## src/rtl/ram_block_copy_pkg.sv

```systemverilog
// Shared definitions for the RAM block-copy engine: width defaults, the
// full-memory word count and the FSM state encoding.
package ram_block_copy_pkg;

  localparam int ADDR_W_DEF = 12;
  localparam int DATA_W_DEF = 16;
  localparam int WORD_COUNT = 4096;

  typedef logic [1:0] state_t;

  localparam state_t ST_IDLE   = 2'd0;
  localparam state_t ST_READ   = 2'd1;
  localparam state_t ST_WRITE  = 2'd2;
  localparam state_t ST_FINISH = 2'd3;

endpackage

```

## src/rtl/copy_addr_gen.sv

```systemverilog
// Source/destination pointers and remaining-word counter for one copy.
// Direction is fixed when the copy is loaded and stays put until the next load.
module copy_addr_gen
  import ram_block_copy_pkg::*;
#(
  parameter int ADDR_W = ADDR_W_DEF
) (
  input  logic              clk,
  input  logic              reset,
  input  logic              load,
  input  logic              step,
  input  logic [ADDR_W-1:0] src,
  input  logic [ADDR_W-1:0] dst,
  input  logic [ADDR_W:0]   len,
  output logic [ADDR_W-1:0] src_ptr,
  output logic [ADDR_W-1:0] dst_ptr,
  output logic              last
);

  localparam logic [ADDR_W-1:0] PTR_ONE = 1;
  localparam logic [ADDR_W:0]   CNT_ONE = 1;

  logic [ADDR_W:0]   remaining;
  logic [ADDR_W-1:0] diff;
  logic [ADDR_W-1:0] span_m1;
  logic              dir_back;
  logic              backward;

  // A destination that starts inside the source window would clobber
  // unread source words going forward, so walk it from the top down.
  assign diff     = dst - src;
  assign span_m1  = len[ADDR_W-1:0] - PTR_ONE;
  assign dir_back = (diff != '0) && ({1'b0, diff} < len);
  assign last     = (remaining <= CNT_ONE);

  always_ff @(posedge clk or posedge reset) begin
    if (reset) begin
      src_ptr   <= '0;
      dst_ptr   <= '0;
      remaining <= '0;
      backward  <= 1'b0;
    end else if (load) begin
      backward  <= dir_back;
      src_ptr   <= dir_back ? (src + span_m1) : src;
      dst_ptr   <= dir_back ? (dst + span_m1) : dst;
      remaining <= len;
    end else if (step) begin
      remaining <= remaining - CNT_ONE;
      src_ptr   <= backward ? (src_ptr - PTR_ONE) : (src_ptr + PTR_ONE);
      dst_ptr   <= backward ? (dst_ptr - PTR_ONE) : (dst_ptr + PTR_ONE);
    end
  end

endmodule

```

## src/rtl/ram_block_copy.sv

```systemverilog
// Single-port RAM block copier with memmove semantics: alternates one READ
// and one WRITE cycle per word, then pulses done for one cycle.
module ram_block_copy
  import ram_block_copy_pkg::*;
#(
  parameter int ADDR_W = ADDR_W_DEF,
  parameter int DATA_W = DATA_W_DEF
) (
  input  logic              CLK,
  input  logic              reset,
  input  logic              start,
  input  logic [ADDR_W-1:0] src,
  input  logic [ADDR_W-1:0] dst,
  input  logic [ADDR_W:0]   len,
  output logic              busy,
  output logic              done,
  output logic [ADDR_W-1:0] ram_address,
  output logic [DATA_W-1:0] ram_in,
  output logic              ram_load,
  input  logic [DATA_W-1:0] ram_out,
  output state_t            dbg_state
);

  // Handshake: start is a one-cycle request honoured only while idle; src,
  // dst and len are sampled on that edge. busy covers the READ/WRITE cycles
  // and done is a single-cycle pulse in FINISH; no backpressure exists.

  state_t            state;
  state_t            next_state;
  logic [DATA_W-1:0] data_reg;
  logic [ADDR_W-1:0] src_ptr;
  logic [ADDR_W-1:0] dst_ptr;
  logic              last;
  logic              accept;
  logic              step;

  assign accept = (state == ST_IDLE) && start;
  assign step   = (state == ST_WRITE);

  copy_addr_gen #(
    .ADDR_W (ADDR_W)
  ) u_addr_gen (
    .clk     (CLK),
    .reset   (reset),
    .load    (accept),
    .step    (step),
    .src     (src),
    .dst     (dst),
    .len     (len),
    .src_ptr (src_ptr),
    .dst_ptr (dst_ptr),
    .last    (last)
  );

  always_comb begin
    next_state = state;
    case (state)
      ST_IDLE:   if (start) next_state = (len == '0) ? ST_FINISH : ST_READ;
      ST_READ:   next_state = ST_WRITE;
      ST_WRITE:  next_state = last ? ST_FINISH : ST_READ;
      ST_FINISH: next_state = ST_IDLE;
      default:   next_state = ST_IDLE;
    endcase
  end

  always_ff @(posedge CLK or posedge reset) begin
    if (reset) begin
      state    <= ST_IDLE;
      data_reg <= '0;
    end else begin
      state <= next_state;
      if (state == ST_READ) data_reg <= ram_out;
    end
  end

  // Outside WRITE the RAM sees the source pointer, so the read data is
  // already valid when READ captures it.
  assign ram_address = (state == ST_WRITE) ? dst_ptr : src_ptr;
  assign ram_in      = data_reg;
  assign ram_load    = (state == ST_WRITE);
  assign busy        = (state == ST_READ) || (state == ST_WRITE);
  assign done        = (state == ST_FINISH);
  assign dbg_state   = state;

endmodule

```

## config.mk

```make
export PLATFORM = sky130hd
export DESIGN_NAME = ram_block_copy
export DESIGN_NICKNAME = d
export VERILOG_FILES = /design/src/rtl/ram_block_copy_pkg.sv /design/src/rtl/copy_addr_gen.sv /design/src/rtl/ram_block_copy.sv
export SDC_FILE = /design/constraint.sdc
export NUM_CORES = 1
export LEC_CHECK = 0
export ABC_CLOCK_PERIOD_IN_PS = 3500
export BUFFER_PORTS_ARGS = -buffer_cell sky130_fd_sc_hd__buf_4
export CAP_MARGIN = 20
export CORE_MARGIN = 4
export CORE_UTILIZATION = 50
export DETAILED_ROUTE_END_ITERATION = 12
export MAX_ROUTING_LAYER = met4
export PLACE_DENSITY = 0.77
export SYNTH_ARGS = -nofsm -noshare
export SYNTH_HDL_FRONTEND = slang
export SYNTH_SLANG_ARGS = --single-unit
```

## constraint.sdc

```tcl
create_clock -name CLK -period 3.5 [get_ports CLK]
set_input_delay 0.7 -clock CLK [delete_from_list [all_inputs] [get_ports CLK]]
set_output_delay 0.7 -clock CLK [all_outputs]
set_load 0.05 [all_outputs]
```

# Yosys cells after proc, flatten, opt, wreduce, memory -nomap -nowiden
# Cells that the tools add are included.
# Widths: inputs -> output; s select.
[totals]
register_bits = 56
output_inout_bits = 33
elab_cells = 43
in_bits = 56
[op_classes]
n_reduce_logical = 7
addsub = 9
n_eq_ne = 4
n_mux = 15
order_cmp = 2
[ops]
columns = ["op", "n"]
rows = [
  ["$mux 12", 9],
  ["$sub 12x1->12 const B", 3],
  ["$mux 13", 2],
  ["$add 12x1->12 const B", 2],
  ["$add 12x12->12", 2],
  ["$le 13x1->1 const B", 1],
  ["$logic_not 13->1", 1],
  ["$lt 12x13->1", 1],
  ["$sub 13x1->13 const B", 1],
  ["$reduce_bool 12->1", 1],
  ["$sub 12x12->12", 1],
  ["$pmux 2 s4", 1],
  ["$mux 2", 3],
  ["$eq 2x2->1 const B", 2],
  ["$eq 2x1->1 const B", 1],
  ["$logic_and 1x1->1", 2],
  ["$logic_not 2->1", 1],
  ["$ne 2x2->1 const B", 1],
  ["$reduce_bool 2->1", 1],
  ["$logic_or 1x1->1", 1],
]

# Depth between registers and ports, before layout
[logic_depth]
ltp_word = 5
ltp_mapped = 17
ltp_nobuf = 16

# By module
# From an unflattened synthesis, not the netlist that was laid out.
[unflattened]
hier_cells = 732
hier_area_um2 = 6343.6
[by_module_without_submodules]
columns = ["mod", "cells_per_inst", "instances", "area_per_inst_um2"]
rows = [
  ["copy_addr_gen", 663, 1, 5296.3],
  ["ram_block_copy", 69, 1, 1047.3],
]

# Least setup slack after synthesis
# No wires, ideal clock.
[synth_timing]
path_type = "input-to-reg"
startpoint = "input port src[6]"
endpoint = "register u_addr_gen.dst_ptr[4]"
setup_slack_ns = -0.735
path_stages = 15
n_path_buf = 0
required_ns = 3.377
arrival_time_ns = 4.112
cell_sequence = "inv_1 ha_1 or2_4 a211o_1 o21a_1 a21o_1 a311o_4 ha_1 a211o_1 a21oi_1 a221oi_1 or2_2 nor2_1 nand2_1 o221a_2"
[synth_via]
elab_chain_cells = 5
word_cells_on_any_way = 6
[synth_lines]
columns = ["item", "line_no", "source"]
rows = [
  ["start: declaration", "ram_block_copy.sv:12", "input logic [ADDR_W-1:0] src,"],
  ["$sub 12x12->12 (*)", "copy_addr_gen.sv:31", "assign diff = dst - src;"],
  ["$lt 12x13->1 / $reduce_bool 12->1 (equally long branches)", "copy_addr_gen.sv:33", "assign dir_back = (diff != '0) && ({1'b0, diff} < len);"],
  ["$logic_and 1x1->1 (*)", "copy_addr_gen.sv:33", ""],
  ["$mux 12 (*)", "copy_addr_gen.sv:45", "dst_ptr <= dir_back ? (dst + span_m1) : dst;"],
  ["$mux 12 (*)", "copy_addr_gen.sv:42", "end else if (load) begin"],
  ["end signal: assignment", "copy_addr_gen.sv:45", ""],
  ["end signal: assignment", "copy_addr_gen.sv:50", "dst_ptr <= backward ? (dst_ptr - PTR_ONE) : (dst_ptr + PTR_ONE);"],
  ["end: declaration", "copy_addr_gen.sv:16", "output logic [ADDR_W-1:0] dst_ptr,"],
]
# Mark *: on every way between the ends. The rest lies on a longest branch, timed or not.
# A chain may end at the register's enable or synchronous reset.

# Worst setup path in the final report
[layout_timing]
startpoint = "input port src[1]"
endpoint = "register u_addr_gen.src_ptr[4]"
[layout_via]
elab_chain_cells = 5
word_cells_on_any_way = 7
[layout_lines]
columns = ["item", "line_no", "source"]
rows = [
  ["$sub 12x12->12", "copy_addr_gen.sv:31", ""],
  ["$lt 12x13->1 / $reduce_bool 12->1 (equally long branches)", "copy_addr_gen.sv:33", ""],
  ["$logic_and 1x1->1", "copy_addr_gen.sv:33", ""],
  ["$mux 12 (*)", "copy_addr_gen.sv:44", "src_ptr <= dir_back ? (src + span_m1) : src;"],
  ["$mux 12 (*)", "copy_addr_gen.sv:42", ""],
  ["end signal: assignment", "copy_addr_gen.sv:44", ""],
  ["end signal: assignment", "copy_addr_gen.sv:49", "src_ptr <= backward ? (src_ptr - PTR_ONE) : (src_ptr + PTR_ONE);"],
  ["end: declaration", "copy_addr_gen.sv:15", "output logic [ADDR_W-1:0] src_ptr,"],
]
# Marked as above.

==> key figures <==
Outcome
  – Status: finished with violations
  – Failing checks: setup timing

Worst setup path
  – Crit. Startpoint: src[1]
  – Critical Path, Cell by Cell: buf_6, inv_4, ha_4, nor2b_4, o31a_1, o21a_1, a211oi_1, a311o_4, ha_4, a211o_1, a21oi_2, a221oi_2, buf_4, nor2_4, buf_6, buf_12, nor3_1, nor4_1
  – WS Path Type: in2reg
  – Worst r2r dst: u_addr_gen.src_ptr[10]
  – Reg-to-Reg Start: u_addr_gen.backward
  – Max FO, Critical Path: 7
  – Crit end category: flip-flop
  – Crit path arrival time: 3990 ps
  – CP max stage delay: 420 ps
  – Critical Path End: u_addr_gen.src_ptr[4]
  – CP Launch Type: primary input
  – CP required: 3680 ps
  – R2R cell count: 11
  – R2R Setup Slk: 430 ps
  – Max stage delay cell, worst path: a211oi_1

STA
  – Final setup vio count: 25
  – Worst Tran Pin Value: 739.1 ps
  – Max-slew violation count: 0
  – Max-slew headroom at the worst pin: 50.73%
  – Fin crit period: 3814 ps
  – Fmax: 0.2622 GHz
  – Clock Skew: 9.392 ps
  – Fin. Hold Viols: 0
  – RSZ-0062 raised after global routing: true
  – Period utilization: 109.0%
  – Setup slack after layout: -313.8 ps

Synthesis
  – Post-Syn Nets: 858
  – Asr flop ratio synth: 100.0%
  – Most common cell in the netlist: ha_1
  – Synth top area cells: dfrtp_1, ha_1, xnor2_1
  – Post-Syn Instances: 724
  – Cell taking the most area after synthesis: dfrtp_1
  – Yosys top cell area share: 23.15%
  – Yosys cell types: 64
  – Post-synthesis sequential area ratio: 23.15%
  – Post-Syn Area: 0.006052 mm2
  – Post-synth top cells: ha_1, nand2_1, dfrtp_1, nor2_1, inv_1
  – Seq cells post-synth: 56
  – Synth warn: 0
  – Number of synthesized flops with an enable pin: 0
  – Syn_area_per_cell: 8.359 um2
  – Synth Flop Type: dfrtp_1

Die
  – Die area: 0.01393 mm2
  – Initial core utilization: 52.11%
  – Rows: 39
  – Core area: 0.01161 mm2
  – Die Ht: 118.0 um
  – Horiz. Die Dim: 118.0 um
  – Top Ports: 89

Clock tree
  – TritonCTS Buffers: 5
  – Clk Tree Root Cell: clkbuf_16
  – Htree depth: 2
  – Clock sinks: 56
  – Reg clk slew, reported paths: 70 ps
  – CTS hold repair buffers: 0
  – CTS tree: yes
  – Clock buffer depth: 2
  – Clock latency on the worst-skew pair: 300 ps

Flow run
  – Max capacitance violation total: 0

Cells and area
  – Non-Filler Instances: 1075
  – # fillers: 852
  – Nets: 1065
  – Area Growth Syn to Fin: 39.28%
  – Ant. Diodes: 0
  – Layout cells sized above 1: 34.23%
  – Finished Core Util: 72.58%

Power
  – Share of power burned in registers: 17.6%
  – Logic pwr share: 75.3%
  – Power Total: 7.255 mW
  – Pint: 3.553 mW
  – Net Switching: 3.702 mW
  – Pwr dens: 860.7 mW/mm2
  – Leakage power: 3.902 nW
  – Clock power share: 7.1%
  – VDD IR max: 0.4331 mV
  – Sw Ratio: 51.02%

GRT
  – Initial antenna violation count: 0
  – Total grt overflow: 0
  – First-pass GRT wire length: 30890 um
  – Total GRT Usage: 27.44%
  – Vias in the first global route: 6400
  – Pin count of the biggest net entering global routing: 42

Routing
  – Final ANT Viol Nets: 0
  – Drt wl/cell: 18.28 um
  – Drt total wl: 19650 um
  – Via/cell ratio: 5.967
  – DRT Pass-1 Iters: 5
  – 1st-iter DRT viols: 396
  – Drt drc: 0
  – Via count: 6415

Placed design
  – GPL Wtd Cong: 0.9802
  – Dpl cells: 1058
  – Hpwl dp: 15610 um
  – Buffers on Ports: 88

Worst hold path
  – Hold crit path type: in2async
==> cell usage in the layout (no fill, tap or decap), types with 15 or more instances in the layout <==
master / netlist / final
a21oi_1: 39 / 37
dfrtp_1: 56 / 56
a211oi_1: 16 / 15
mux2_2: 23 / 23
nor3_1: 43 / 38
inv_1: 44 / 38
xnor2_1: 31 / 31
o21ai_0: 43 / 39
nand2_1: 68 / 66
xor2_1: 27 / 27
buf_4: 0 / 208
nor2_1: 46 / 43
ha_1: 73 / 64
==> timing repair <==
action / in CTS / in global routing
pin swaps: 14 / 7
hold endpoints to repair: 0 / 0
gates cloned: 1 / 1
gates resized for setup: 31 / 18
setup buffers: 7 / 1
setup endpoints to repair: 25 / 25
==> kinds of logic (layout without fill, tap and decap cells) <==
logic type	Yosys count	in the layout	synth area share, %
AOI/OAI and AO/OA	188	188	21.40
muxes	34	34	6.099
adders and majority gates	78	78	16.75
and+or+nand+nor	244	244	19.85
xor gates and xnor gates	58	58	8.394
DFF	56	56	23.15
buffers and inverters	66	274	4.362
==> registers in the layout, indices dropped and copies added, names as in the netlist <==
signal / cells
dbg_state: 2
ram_in: 16
u_addr_gen.remaining: 13
u_addr_gen.src_ptr: 12
u_addr_gen.backward: 1
u_addr_gen.dst_ptr: 12
==> critical path, delay by kind of cell <==
family,cells,cell delay [ps]
AOI/OAI and AO/OA,7,1640
and+or+nand+nor,4,640
buffers and inverters,5,620
adders and majority gates,2,390
==> layer usage <==
layer | track usage (%) | wire length (um) | vias up
met1 | 33.57 | 8234 | 3027
met4 | 10.33 | 670 | 0
li1 | - | - | 3089
met2 | 46.50 | 9690 | 243
met5 | - | 0 | -
met3 | 3.316 | 1056 | 56
==> layout make-up <==
class	count	area, um2	share of cell area (%)
Inverter	44	182.7	2.167
Timing Repair Buffer	222	1757	20.84
Multi-Input combinational cell	602	4762	56.49
Clock inverter	3	22.52	0.2672
Tap cell	143	178.9	2.123
Sequential cell	56	1401	16.62
Clock buffer	5	125.1	1.484
==> through the flow <==
step	setup TNS [ps]	setup WS [ps]	instance area, um2	hold slack [ps]
floorplan	-2383	-167.3	6282	538.8
CTS	-3758	-186.5	8305	507.7
detailed placement	-14020	-645.6	7975	496.2
finish	-5378	-313.8	8429	489.3
global route	-7700	-406.1	8429	521.0
global placement	-12410	-557.1	7975	491.8
==> how the worst min path moves through the flow <==
stage / from / end / slack (ps) / cells after the start
2_1_floorplan: u_addr_gen.remaining[7] / u_addr_gen.remaining[7] / 540 / 2
3_3_place_gp: ram_in[13] / ram_in[13] / 490 / 1
3_5_place_dp: ram_in[11] / ram_in[11] / 500 / 1
4_1_cts: reset / ram_in[5] / 510 / 2
5_1_grt: ram_in[0] / ram_in[0] / 520 / 1
6_report: reset / ram_in[6] / 490 / 2
==> power groups by stage <==
stage                     registers [mW]  logic (mW)  clock network, mW
final                               1.27        5.46              0.517
after global routing                1.31        5.92              0.547
after CTS                           1.26        5.30              0.522
after detailed placement            1.28        5.18                  0
after global placement              1.26        5.04                  0
after floorplan                     1.60        3.41                  0
(Power assumes the default switching activity.)
